===== config.mk =====
export PLATFORM = sky130hd
export DESIGN_NAME = regfile_dump_reader
export DESIGN_NICKNAME = d
export VERILOG_FILES = /design/src/rtl/regfile_dump_reader.sv
export SDC_FILE = /design/constraint.sdc
export NUM_CORES = 1
export LEC_CHECK = 0
export BUFFER_PORTS_ARGS = -buffer_cell sky130_fd_sc_hd__buf_2
export CORE_MARGIN = 8
export CORE_UTILIZATION = 30
export DETAILED_ROUTE_END_ITERATION = 16
export SLEW_MARGIN = 25
export SYNTH_ARGS = -nofsm -noshare
export SYNTH_HDL_FRONTEND = slang
export SYNTH_SLANG_ARGS = --single-unit

===== constraint.sdc =====
create_clock -name clk -period 2.4 [get_ports clk]
set_clock_uncertainty 0.1 [all_clocks]
set_input_delay 0.48 -clock clk [delete_from_list [all_inputs] [get_ports clk]]
set_output_delay 0.48 -clock clk [all_outputs]
set_load 0.05 [all_outputs]

===== src/rtl/regfile_dump_reader.sv =====
// ============================================================================
// regfile_dump_reader
// ----------------------------------------------------------------------------
// Debug-side reader for the register file. A start pulse makes the block walk
// every register index 0..NUM_REGS-1 through a dedicated read port. Each
// register is streamed out as an {index, data} beat on a valid/ready
// interface. It gives the design a synthesizable way to dump the register file
// at the end of a run.
//
// The surrounding top level muxes rf_read_addr onto one register-file read
// port while busy is high. The core is expected to stall on busy.
//
// Ports:
//   clk           rising-edge clock
//   reset         asynchronous, active-high reset
//   start         single-cycle dump request, honoured only while idle
//   abort         terminates a dump in progress (ignored while idle)
//   busy          high while this block owns the register-file read port
//   done          one-cycle pulse after the last beat has been accepted
//   rf_read_addr  register index presented to the register-file read port
//   rf_read_data  combinational read data for rf_read_addr
//   out_valid     output beat valid
//   out_ready     downstream accepts the current beat
//   out_index     register index carried by the current beat
//   out_data      register contents carried by the current beat
//   out_last      marks the beat for index NUM_REGS-1
// ============================================================================
module regfile_dump_reader #(
    parameter int NUM_REGS = 32,
    parameter int ADDR_W   = 5,
    parameter int DATA_W   = 32
) (
    input  logic              clk,
    input  logic              reset,
    input  logic              start,
    input  logic              abort,
    output logic              busy,
    output logic              done,
    output logic [ADDR_W-1:0] rf_read_addr,
    input  logic [DATA_W-1:0] rf_read_data,
    output logic              out_valid,
    input  logic              out_ready,
    output logic [ADDR_W-1:0] out_index,
    output logic [DATA_W-1:0] out_data,
    output logic              out_last
);

    typedef enum logic [1:0] {
        ST_IDLE  = 2'd0,
        ST_FETCH = 2'd1,
        ST_SEND  = 2'd2,
        ST_DONE  = 2'd3
    } state_t;

    localparam logic [ADDR_W-1:0] LAST_IDX = ADDR_W'(NUM_REGS - 1);

    state_t            state;
    state_t            next_state;

    logic [ADDR_W-1:0] idx;
    logic [ADDR_W-1:0] idx_d;
    logic              valid_d;
    logic [ADDR_W-1:0] index_d;
    logic [DATA_W-1:0] data_d;
    logic              last_d;
    logic              busy_d;
    logic              done_d;

    logic              handshake;
    logic              at_last;
    logic              abort_hit;

    assign handshake = out_valid & out_ready;
    assign at_last   = (idx == LAST_IDX);

    // An abort only means something once a dump has been started.
    assign abort_hit = abort & (state != ST_IDLE);

    // The walk index drives the read port directly. While idle it rests at 0.
    assign rf_read_addr = idx;

    // ------------------------------------------------------------------
    // State register
    // ------------------------------------------------------------------
    always_ff @(posedge clk or posedge reset) begin
        if (reset) begin
            state <= ST_IDLE;
        end else begin
            state <= next_state;
        end
    end

    // ------------------------------------------------------------------
    // Next-state logic. Abort overrides every other transition. A start
    // pulse that arrives together with an abort is also dropped.
    // ------------------------------------------------------------------
    always_comb begin
        next_state = state;
        if (abort_hit) begin
            next_state = ST_IDLE;
        end else begin
            case (state)
                ST_IDLE: begin
                    if (start && !abort) begin
                        next_state = ST_FETCH;
                    end
                end
                ST_FETCH: begin
                    next_state = ST_SEND;
                end
                ST_SEND: begin
                    if (handshake) begin
                        next_state = at_last ? ST_DONE : ST_FETCH;
                    end
                end
                ST_DONE: begin
                    next_state = ST_IDLE;
                end
                default: begin
                    next_state = ST_IDLE;
                end
            endcase
        end
    end

    // ------------------------------------------------------------------
    // Output / datapath next values. The beat registers load only in
    // FETCH, so read data is captured exactly once per index. They then
    // hold until the handshake. busy and done are registered copies of
    // the state being entered. This keeps them glitch-free for the core
    // stall logic.
    // ------------------------------------------------------------------
    always_comb begin
        idx_d   = idx;
        valid_d = out_valid;
        index_d = out_index;
        data_d  = out_data;
        last_d  = out_last;
        busy_d  = (next_state != ST_IDLE);
        done_d  = (next_state == ST_DONE);

        if (abort_hit) begin
            idx_d   = '0;
            valid_d = 1'b0;
            last_d  = 1'b0;
        end else begin
            case (state)
                ST_FETCH: begin
                    data_d  = rf_read_data;
                    index_d = idx;
                    last_d  = at_last;
                    valid_d = 1'b1;
                end
                ST_SEND: begin
                    if (handshake) begin
                        valid_d = 1'b0;
                        // The index stops at the last register rather than
                        // wrapping. DONE then parks it back at zero.
                        if (!at_last) begin
                            idx_d = idx + ADDR_W'(1);
                        end
                    end
                end
                ST_DONE: begin
                    idx_d = '0;
                end
                default: begin
                end
            endcase
        end
    end

    // ------------------------------------------------------------------
    // Datapath registers
    // ------------------------------------------------------------------
    always_ff @(posedge clk or posedge reset) begin
        if (reset) begin
            idx       <= '0;
            out_valid <= 1'b0;
            out_index <= '0;
            out_data  <= '0;
            out_last  <= 1'b0;
            busy      <= 1'b0;
            done      <= 1'b0;
        end else begin
            idx       <= idx_d;
            out_valid <= valid_d;
            out_index <= index_d;
            out_data  <= data_d;
            out_last  <= last_d;
            busy      <= busy_d;
            done      <= done_d;
        end
    end

endmodule


After elaboration in Yosys (flattened, before gate mapping)
Cells that the tools add are included.
{"block": "word_totals", "regBits": 48, "latch_bits": 0, "ram_bits": 0, "romBits": 0, "inputBits": 37, "out_inout_bits": 46, "word_cells": 44, "memories": 0}
{"block": "classes", "n_addsub": 1, "mul": 0, "div_mod_pow": 0, "n_lt_le_gt_ge": 0, "eq_ne": 7, "shifts": 0, "muxes": 14, "bitwise": 3, "n_reduce_logical": 11}
{"cell": "two-way mux 5 bit", "n": 3}
{"cell": "case mux 5 bit (2 select lines)", "n": 1}
{"cell": "two-way mux 2 bit", "n": 4}
{"cell": "case mux 2 bit (4 select lines)", "n": 1}
{"cell": "== test 2 bit (second input constant)", "n": 3}
{"cell": "inequality test 3 bit (second input constant)", "n": 2}
{"cell": "nonzero test 2 bit", "n": 3}
{"cell": "nonzero test 3 bit", "n": 2}
{"cell": "adder 5 x 1 -> 5 bit (second input constant)", "n": 1}
{"cell": "== test 5 bit (second input constant)", "n": 1}
{"cell": "two-way mux 1 bit", "n": 4}
{"cell": "AND reduction 2 bit", "n": 2}
{"cell": "AND reduction 3 bit", "n": 1}
{"cell": "bitwise AND 1 bit", "n": 2}
{"cell": "== test 2 x 1 -> 1 bit (second input constant)", "n": 1}
{"cell": "logical NOT 2 bit", "n": 1}
{"cell": "case mux 1 bit (2 select lines)", "n": 1}
{"cell": "logical AND 1 bit", "n": 1}
{"cell": "logical NOT 1 bit", "n": 1}
{"cell": "inverter 1 bit", "n": 1}

Longest topological paths before layout
Gate-level depths: netlist (run 1).
{"block": "depth", "ltp_word": 6, "depth_mapped": 6, "ltp_nobuf": 6}

Least setup slack after synthesis (run 1)
Ideal clock, no wire load.
{"block": "synth_timing", "path_kind": "register -> register", "startpoint": "register idx[0] (netlist: rf_read_addr[0])", "endpoint": "register idx[0] (netlist: rf_read_addr[0])", "setup_time_ps": 125, "arrival_time_ps": 1932, "required_ps": 2175, "path_slack_ps": 243, "path_stages_with_launch": 7, "n_path_buf": 0, "period_less_slack_ps": 2157, "cell_sequence": "dfrtp_1 > ha_1 > and3_1 > ha_1 > nand3b_1 > a21o_1 > mux2_4"}
{"block": "synth_via", "elab_chain_len": 5, "elab_cells_between_ends": 8, "cone_classes": "add/sub: 1; eq/ne: 2; mux: 4; reduce/logical: 1"}
{"element": "start, declared", "line": "60", "source": "logic [ADDR_W-1:0] idx;"}
{"element": "start signal, assigned", "line": "186", "source": "idx <= idx_d;"}
{"element": "adder 5 x 1 -> 5 bit", "line": "160", "source": "idx_d = idx + ADDR_W'(1);"}
{"element": "two-way mux 5 bit", "line": "159", "source": "if (!at_last) begin"}
{"element": "two-way mux 5 bit", "line": "155", "source": "if (handshake) begin"}
{"element": "case mux 5 bit (2 select lines)", "line": "147", "source": "case (state)"}
{"element": "two-way mux 5 bit", "line": "142", "source": "if (abort_hit) begin"}
Several ways; a longest one is shown, not always the timed one. The select of a mux whose other input is x is not followed.
A chain may end at the register's enable or synchronous reset.

Worst setup path in the final report (run 1)
Same ends and word-level chain as after synthesis.

==> impl_metrics.yaml, run 1 <==
clock_network:
  max-clock-path-buffers: 2
  clk_latency_ns: 0.29
  cts-root-buf: "clkbuf_8"
  cts_setup_buffers: 0
  holdBufCountCts: 0
  numCtsBuffers: 5
  cts-htree-levels: 2
  clock-sinks: 48
  cts_tree: "yes"
  path_clk_slew_ns: 0.09
  cts_resized: 0
detailed_routing:
  final_antenna_net_count: 0
  drtPass1Iterations: 4
  vias_per_cell: 4.49
  drc_errors: 0
  finalWirelength_mm: 4.47
  vias: 1321
  wl_per_cell_um: 15.2
  drtIter0Drc: 62
timing:
  rsz0062_at_grt: "false"
  fin_crit_sh: 0.848
  hold_violations: 0
  min_period_ns: 2.03
  maxSlewViolCount: 0
  setup_viol: 0
  slew_headroom: 0.752
  fmax_ghz: 0.492
  tns_ns: 0
  worstMarginPinSlew_ns: 0.372
synth:
  netlist_area_um2: 1970
  yosys_warnings: 0
  synthArstFlopShare: 1.00
  synth_edf_count: 0
  synth_seq_cells: 48
  synth_nets: 170
  syn_avg_cell_area_um2: 15.0
  yosysSeqAreaShare: 0.610
  synth_top_flop_cell: "dfrtp_1"
  yosysUniqueCellTypes: 33
  syn_inst: 131
critical_path:
  crit_type: "reg -> reg"
  cp_max_fo: 5
  crit_slowest_cell: "dfrtp_1"
  critPathTopFamily: "adder cells"
  end_kind: "flop"
  reg2reg_depth: 6
  regToRegEndpoint: "rf_read_addr[0]"
  r2r-start: "rf_read_addr[0]"
  cp_common_cell: "ha_1"
  arrival_ns: 2.12
  cp_num_buf_inv: 0
  reg2reg_slack_ns: 0.37
  crit_chain: "ha_1 -> and3_1 -> ha_1 -> nand3b_1 -> a21o_1 -> mux2_4"
  startpoint_type: "flop"
  cp.required_ns: 2.49
  critical-path-max-stage-delay_ns: 0.44
finish:
  multi_input_area_um2: 711
  finalNonFillerCells: 294
  syn2layout_area_growth_pct: 30.2
  layout.nets: 255
  final_cell_mix: "82 x buf_2, 48 x dfrtp_1, 37 x mux2_2"
  n_antenna_cell: 0
  seq_area_um2: 1200
  final_common_cell: "buf_2"
  final_cell_area_um2: 2560
  nFillCells: 607
  drive_above_1_share: 0.622
placed_design:
  placed_area_um2: 2470
  place_congestion: 0.715
  hpwl_mm: 3.30
  port-buffer-count: 82
  dp_cells: 286
pwr:
  finalPower_uw: 2800
  powerDensity_nw_per_um2: 1090
  leakagePower_uw: 0.00127
  peakVddDrop_mv: 0.650
global_route:
  grt.total_usage: 0.0976
  overflow: 0
  antenna_found_initial: 0
  grt_pass1_wl_mm: 7.56
  grt_pass1_vias: 1511
  grt_max_degree: 49
status:
  outcome: "complete, no violations"
die:
  io_pins: 83
  die_height_um: 97.0
  rows: 29
  fp.dieW_um: 97.0
  start_util: 0.310
  die_area_um2: 9410
  coreArea_um2: 6350
min_path:
  hold_path.class: "in -> async"
run:
  maxCapViolations: 0
-- synth_stat cells (3+ instances only) --
cell type / n / share of area
mux2_2: 37 / 0.21
o21ai_0: 3 / 0.0076
a22o_1: 3 / 0.013
buf_4: 3 / 0.011
dfrtp_1: 48 / 0.61
-- tightest hold or removal path: stages --
cell and delay, ns:
buf_2 0.10, inv_2 0.06, buf_12 0.25
-- cell families after synthesis --
| logic type | Yosys count | synth area share |
|---|---|---|
| xor+xnor | 1 | 0.00445 |
| mux | 38 | 0.219 |
| simple gates | 18 | 0.0673 |
| fa+ha+maj | 2 | 0.0127 |
| flops | 48 | 0.610 |
| buf+inv | 8 | 0.0292 |
| compound gates | 16 | 0.0572 |
-- layer usage --
metal	vias to the layer above	GRT usage	wire, µm
met2	56	0.146	2030
met3	4	0.0633	552
li1	635	-	-
met1	626	0.112	1860
met5	-	0	0
met4	0	0.0249	31
-- how the worst max path moves through the flow --
stage                          startpoint         endpoint  slack (ns)  cells after the start
after floorplan           rf_read_addr[0]  rf_read_addr[0]        0.24                      6
after global placement    rf_read_addr[0]  rf_read_addr[0]        0.44                      6
after detailed placement  rf_read_addr[0]  rf_read_addr[0]        0.38                      6
after CTS                 rf_read_addr[0]  rf_read_addr[0]        0.36                      6
after global routing      rf_read_addr[0]  rf_read_addr[0]        0.29                      6
final                     rf_read_addr[0]  rf_read_addr[0]        0.37                      6
-- state kept, by name, summed over array words and instances, names as in the netlist --
name / flops
rf_read_addr: 5
out_last: 1
out_valid: 1
busy: 1
state: 2
out_data: 32
done: 1
out_index: 5
-- per-stage QoR --
step | util | hold slack, ns | setup slack, ns
after global placement | 0.388 | 0.384 | 0.445
after CTS | 0.404 | 0.112 | 0.357
after global routing | 0.404 | 0.124 | 0.287
after floorplan | - | 0.469 | 0.243
after detailed placement | 0.388 | 0.391 | 0.377
final | 0.404 | 0.114 | 0.366
-- final cells by class --
type | instances | share of cell area
repair buffers | 84 | 0.176
flip-flops and latches | 48 | 0.469
multi-input cells | 75 | 0.277
well taps | 77 | 0.0376
clock buffers | 6 | 0.0322
clock inverters | 2 | 0.00586
inverters | 2 | 0.00293
-- report_power, final --
group	switching (µW)	internal, µW	leakage, µW	total [µW]
sequential	103	1000	0.000596	1100
combinational	877	317	0.000631	1190
clock	269	233	0.0000434	502
(Power assumes the default switching activity.)
==> inputs of run 2 (changes only) <==
==> constraint.sdc (replaced) <==
create_clock -name clk -period 1.9 [get_ports clk]
set_clock_uncertainty 0.1 [all_clocks]
set_input_delay 0.38 -clock clk [delete_from_list [all_inputs] [get_ports clk]]
set_output_delay 0.38 -clock clk [all_outputs]
set_load 0.05 [all_outputs]
==> run 2 against run 1 <==
Combinational power grew 30%. Register-to-register slack lost 0.30 ns. First-iteration DRC count shrank 53%. Final area grew 3.8%. Sequential cell count is the same. Critical endpoint unchanged. Largest power group unchanged.
==> impl_metrics.yaml, run 2 (same netlist as run 1, synthesis figures left out) <==
die:
  fp.dieW_um: 97.0
  die_area_um2: 9410
  io_pins: 83
  start_util: 0.310
  rows: 29
  die_height_um: 97.0
  coreArea_um2: 6350
timing:
  maxSlewViolCount: 0
  min_period_ns: 1.83
  fmax_ghz: 0.546
  hold_violations: 0
  worstMarginPinSlew_ns: 0.396
  rsz0062_at_grt: "false"
  whs_ns: 0.214
  setup_ws_ns: 0.0691
  slew_headroom: 0.736
  setup_viol: 0
  fin_crit_sh: 0.964
  tns_ns: 0
detailed_routing:
  vias_per_cell: 4.54
  drtIter0Drc: 29
  wl_per_cell_um: 15.4
  finalWirelength_mm: 4.66
  drc_errors: 0
  final_antenna_net_count: 0
  vias: 1371
  drtPass1Iterations: 4
global_route:
  overflow: 0
  use_met1: 0.103
  grt_pass1_vias: 1512
  grt.total_usage: 0.0999
  busiest_layer: "met2"
  grtUsageMet3: 0.0562
  grt_max_degree: 19
  grt_pass1_wl_mm: 7.70
  met2_usage: 0.169
  antenna_found_initial: 0
clock_network:
  clock-sinks: 48
  path_clk_slew_ns: 0.09
  numCtsBuffers: 5
  cts-root-buf: "clkbuf_8"
  cts_setup_buffers: 0
  cts_tree: "yes"
  cts-htree-levels: 2
  clk_latency_ns: 0.29
  max-clock-path-buffers: 2
run:
  maxCapViolations: 0
placed_design:
  dpl_worst_slack_ns: 0.0525
  place_congestion: 0.712
  port-buffer-count: 82
  hpwl_mm: 3.67
  placed_area_um2: 2550
pwr:
  powerDensity_nw_per_um2: 1340
  peakVddDrop_mv: 0.855
  leakagePower_uw: 0.00130
finish:
  syn2layout_area_growth_pct: 35.1
  final_common_cell: "buf_2"
  layout.nets: 263
  final_cell_mix: "82 x buf_2, 46 x dfrtp_1, 37 x mux2_2"
  n_antenna_cell: 0
  largest_reg_flops: 32
  finish.utilization: 0.419
  regMostFlops: "out_data"
  final_cell_area_um2: 2660
  drive_above_1_share: 0.653
min_path:
  hold_path.class: "in -> reg"
critical_path:
  end_kind: "flop"
  cp_max_fo: 5
  crit_chain: "ha_4 -> and3_4 -> ha_4 -> nand3b_1 -> a21o_1 -> mux2_4"
  cp_common_cell: "ha_4"
  crit_slowest_cell: "dfrtp_2"
  reg2reg_slack_ns: 0.07
  cp.required_ns: 1.98
  startpoint_type: "flop"
  critical-path-max-stage-delay_ns: 0.46
  crit_type: "reg -> reg"
  arrival_ns: 1.91
status:
  outcome: "complete, no violations"
-- run 2: final timing paths --
path	start	depth (start not counted)	end
setup / recovery	rf_read_addr[1]	6	rf_read_addr[0]
hold / removal	rf_read_data[26]	2	out_data[26]
min in group asynchronous	reset	3	out_data[31]
setup reg to reg	rf_read_addr[1]	6	rf_read_addr[0]
max in group asynchronous	reset	4	out_data[4]
hold reg to reg	out_data[12]	1	out_data[12]
-- run 2: worst max-delay path, delay by kind of cell, from the launching register on --
kind                     cells  cell delay, ns
AND/OR/NAND/NOR              2            0.35
AO/OA/AOI/OAI                1            0.22
adder cells (fa/ha/maj)      2            0.34
flip-flops                   1            0.46
multiplexers                 1            0.27
-- run 2: where the power goes --
part	internal, µW	switching (µW)
Clock	296	326
Combinational	421	1130
Sequential	1260	121
Total	1980	1580
-- run 2: area by class of cell --
class                           instances  area (µm²)
Sequential cell                        48        1200
Tap cell                               77        96.3
Inverter                                2        7.51
Clock buffer                            7        86.3
Clock inverter                          1        7.51
Multi-Input combinational cell         75         746
Timing Repair Buffer                   92         513
Fill cell                             624        3690
-- run 2: stage by stage --
step                      instances  power [µW]
after global routing            302        3740
after CTS                       302        3620
after global placement          293        2950
final                           302        3560
after detailed placement        293        2980
after floorplan                 131        2570
-- run 2: repair_timing --
item                       4_1_cts  5_1_grt
hold endpoints to repair        15        0
gates resized for setup          0        1
hold buffers                     1        0
setup endpoints to repair        0        2
-- run 2: routing by layer --
layer | vias to the layer above | share of wire
met3 | 5 | 0.10
li1 | 652 | -
met2 | 49 | 0.50
met5 | - | 0
met1 | 665 | 0.39
met4 | 0 | 0.0077
==> inputs of run 3 (changes only) <==
--- a/config.mk
+++ b/config.mk
@@ -6,9 +6,11 @@
 export NUM_CORES = 1
 export LEC_CHECK = 0
 export BUFFER_PORTS_ARGS = -buffer_cell sky130_fd_sc_hd__buf_2
+export CORE_ASPECT_RATIO = 0.9
 export CORE_MARGIN = 8
-export CORE_UTILIZATION = 30
+export CORE_UTILIZATION = 47
 export DETAILED_ROUTE_END_ITERATION = 16
+export PLACE_DENSITY = 0.79
 export SLEW_MARGIN = 25
 export SYNTH_ARGS = -nofsm -noshare
 export SYNTH_HDL_FRONTEND = slang
==> run 3 against run 2 <==
Hold slack got worse by 0.0044 ns. Clock power grew 26%. Sequential cell count is the same. Total power up 4.2%. Wire length is 9.4% lower. Non-clock buffer count decreased by 2. Critical path depth did not move. Critical endpoint unchanged. Largest cell class unchanged.
==> impl_metrics.yaml, run 3 (same netlist as run 1, synthesis figures left out) <==
clock_network:
  numCtsBuffers: 5
  clock-sinks: 48
  cts_tree: "yes"
  clk_latency_ns: 0.29
  cts_resized: 0
  cts_setup_buffers: 0
  cts-root-buf: "clkbuf_8"
  cts-htree-levels: 2
  path_clk_slew_ns: 0.08
  max-clock-path-buffers: 2
placed_design:
  hpwl_mm: 3.30
  port-buffer-count: 82
  place_congestion: 0.715
  dp_cells: 262
  dpl_worst_slack_ns: 0.0384
finish:
  drive_above_1_share: 0.650
  n_antenna_cell: 0
  largest_reg_flops: 32
  final_cell_mix: "82 x buf_2, 46 x dfrtp_1, 37 x mux2_2"
  nFillCells: 333
  finalNonFillerCells: 271
  final_common_cell: "buf_2"
  regMostFlops: "out_data"
  syn2layout_area_growth_pct: 34.5
  layout.nets: 261
run:
  maxCapViolations: 0
status:
  outcome: "complete, no violations"
timing:
  fmax_ghz: 0.541
  setup_ws_ns: 0.0523
  min_period_ns: 1.85
  setup_viol: 0
  hold_violations: 0
  tns_ns: 0
  fin_crit_sh: 0.972
  maxSlewViolCount: 0
  slew_headroom: 0.780
  worstMarginPinSlew_ns: 0.329
  rsz0062_at_grt: "false"
detailed_routing:
  wl_per_cell_um: 15.6
  vias_per_cell: 5.05
  final_antenna_net_count: 0
  finalWirelength_mm: 4.22
  drtIter0Drc: 60
  drc_errors: 0
  drtPass1Iterations: 3
  vias: 1369
critical_path:
  cp_common_cell: "ha_4"
  startpoint_type: "flop"
  arrival_ns: 1.93
  critPathTopFamily: "flip-flops"
  critical-path-max-stage-delay_ns: 0.43
  cp.required_ns: 1.98
  cp_num_buf_inv: 0
  end_kind: "flop"
  crit_slowest_cell: "dfrtp_2"
  crit_chain: "ha_4 -> and3_4 -> ha_4 -> nand3b_1 -> a21o_1 -> mux2_4"
  crit_type: "reg -> reg"
  cp_max_fo: 5
pwr:
  seqPwrFrac: 0.374
  peakVddDrop_mv: 0.800
  p_clk_frac: 0.211
  power_frac_comb: 0.415
  swShare: 0.422
  leakagePower_uw: 0.00131
  p_sw_uw: 1570
  powerDensity_nw_per_um2: 1400
  intPower_uw: 2140
  finalPower_uw: 3710
global_route:
  grt_pass1_wl_mm: 6.92
  grt_pass1_vias: 1450
  grt_max_degree: 35
  overflow: 0
  antenna_found_initial: 0
  grt.total_usage: 0.131
die:
  die_height_um: 77.4
  die_area_um2: 6520
  io_pins: 83
  rows: 22
  coreArea_um2: 4050
  fp.dieW_um: 84.2
  start_util: 0.487
min_path:
  hold_path.class: "in -> reg"
-- run 3: timing repair --
item	CTS	global route
endpoints found under the hold margin	14	0
hold buffers	1	0
setup endpoints to repair	0	1
-- run 3: through the flow --
step / hold WS, ns / area [µm²] / utilization
6_report: 0.210 / 2650 / 0.655
5_1_grt: 0.202 / 2650 / 0.655
4_1_cts: 0.198 / 2650 / 0.655
3_5_place_dp: 0.259 / 2510 / 0.621
3_3_place_gp: 0.260 / 2510 / 0.621
2_1_floorplan: 0.432 / 2000 / -
-- run 3: cell type report --
class	instances	area, µm²	share of cell area
inverters	2	7.51	0.00283
clock inverters	1	30.0	0.0113
well taps	48	60.1	0.0227
multi-input cells	75	741	0.280
repair buffers	90	510	0.193
flip-flops and latches	48	1200	0.454
clock buffers	7	96.3	0.0364
-- run 3: worst paths after layout --
kind                       slack, ns              end              from  depth (start not counted)
max reg2reg                     0.05  rf_read_addr[0]   rf_read_addr[1]                          6
min in group asynchronous       0.48      out_data[5]             reset                          3
min                             0.21     out_data[26]  rf_read_data[26]                          2
min reg2reg                     0.41      out_data[7]       out_data[7]                          1
max                             0.05  rf_read_addr[0]   rf_read_addr[1]                          6
max in group asynchronous       0.73  rf_read_addr[0]             reset                          4
-- run 3: power by group through the flow --
| stage | Sequential (µW) | Combinational [µW] | Clock, µW |
|---|---|---|---|
| 2_1_floorplan | 2270 | 303 | 0 |
| 3_3_place_gp | 1390 | 1540 | 0 |
| 3_5_place_dp | 1410 | 1560 | 0 |
| 4_1_cts | 1390 | 1560 | 814 |
| 5_1_grt | 1420 | 1610 | 841 |
| 6_report | 1390 | 1540 | 782 |
-- run 3: per-layer routing --
metal | global-route usage | part of all wire
met1 | 0.143 | 0.40
met2 | 0.204 | 0.46
met3 | 0.0804 | 0.13
met4 | 0.0517 | 0.014
met5 | 0 | 0
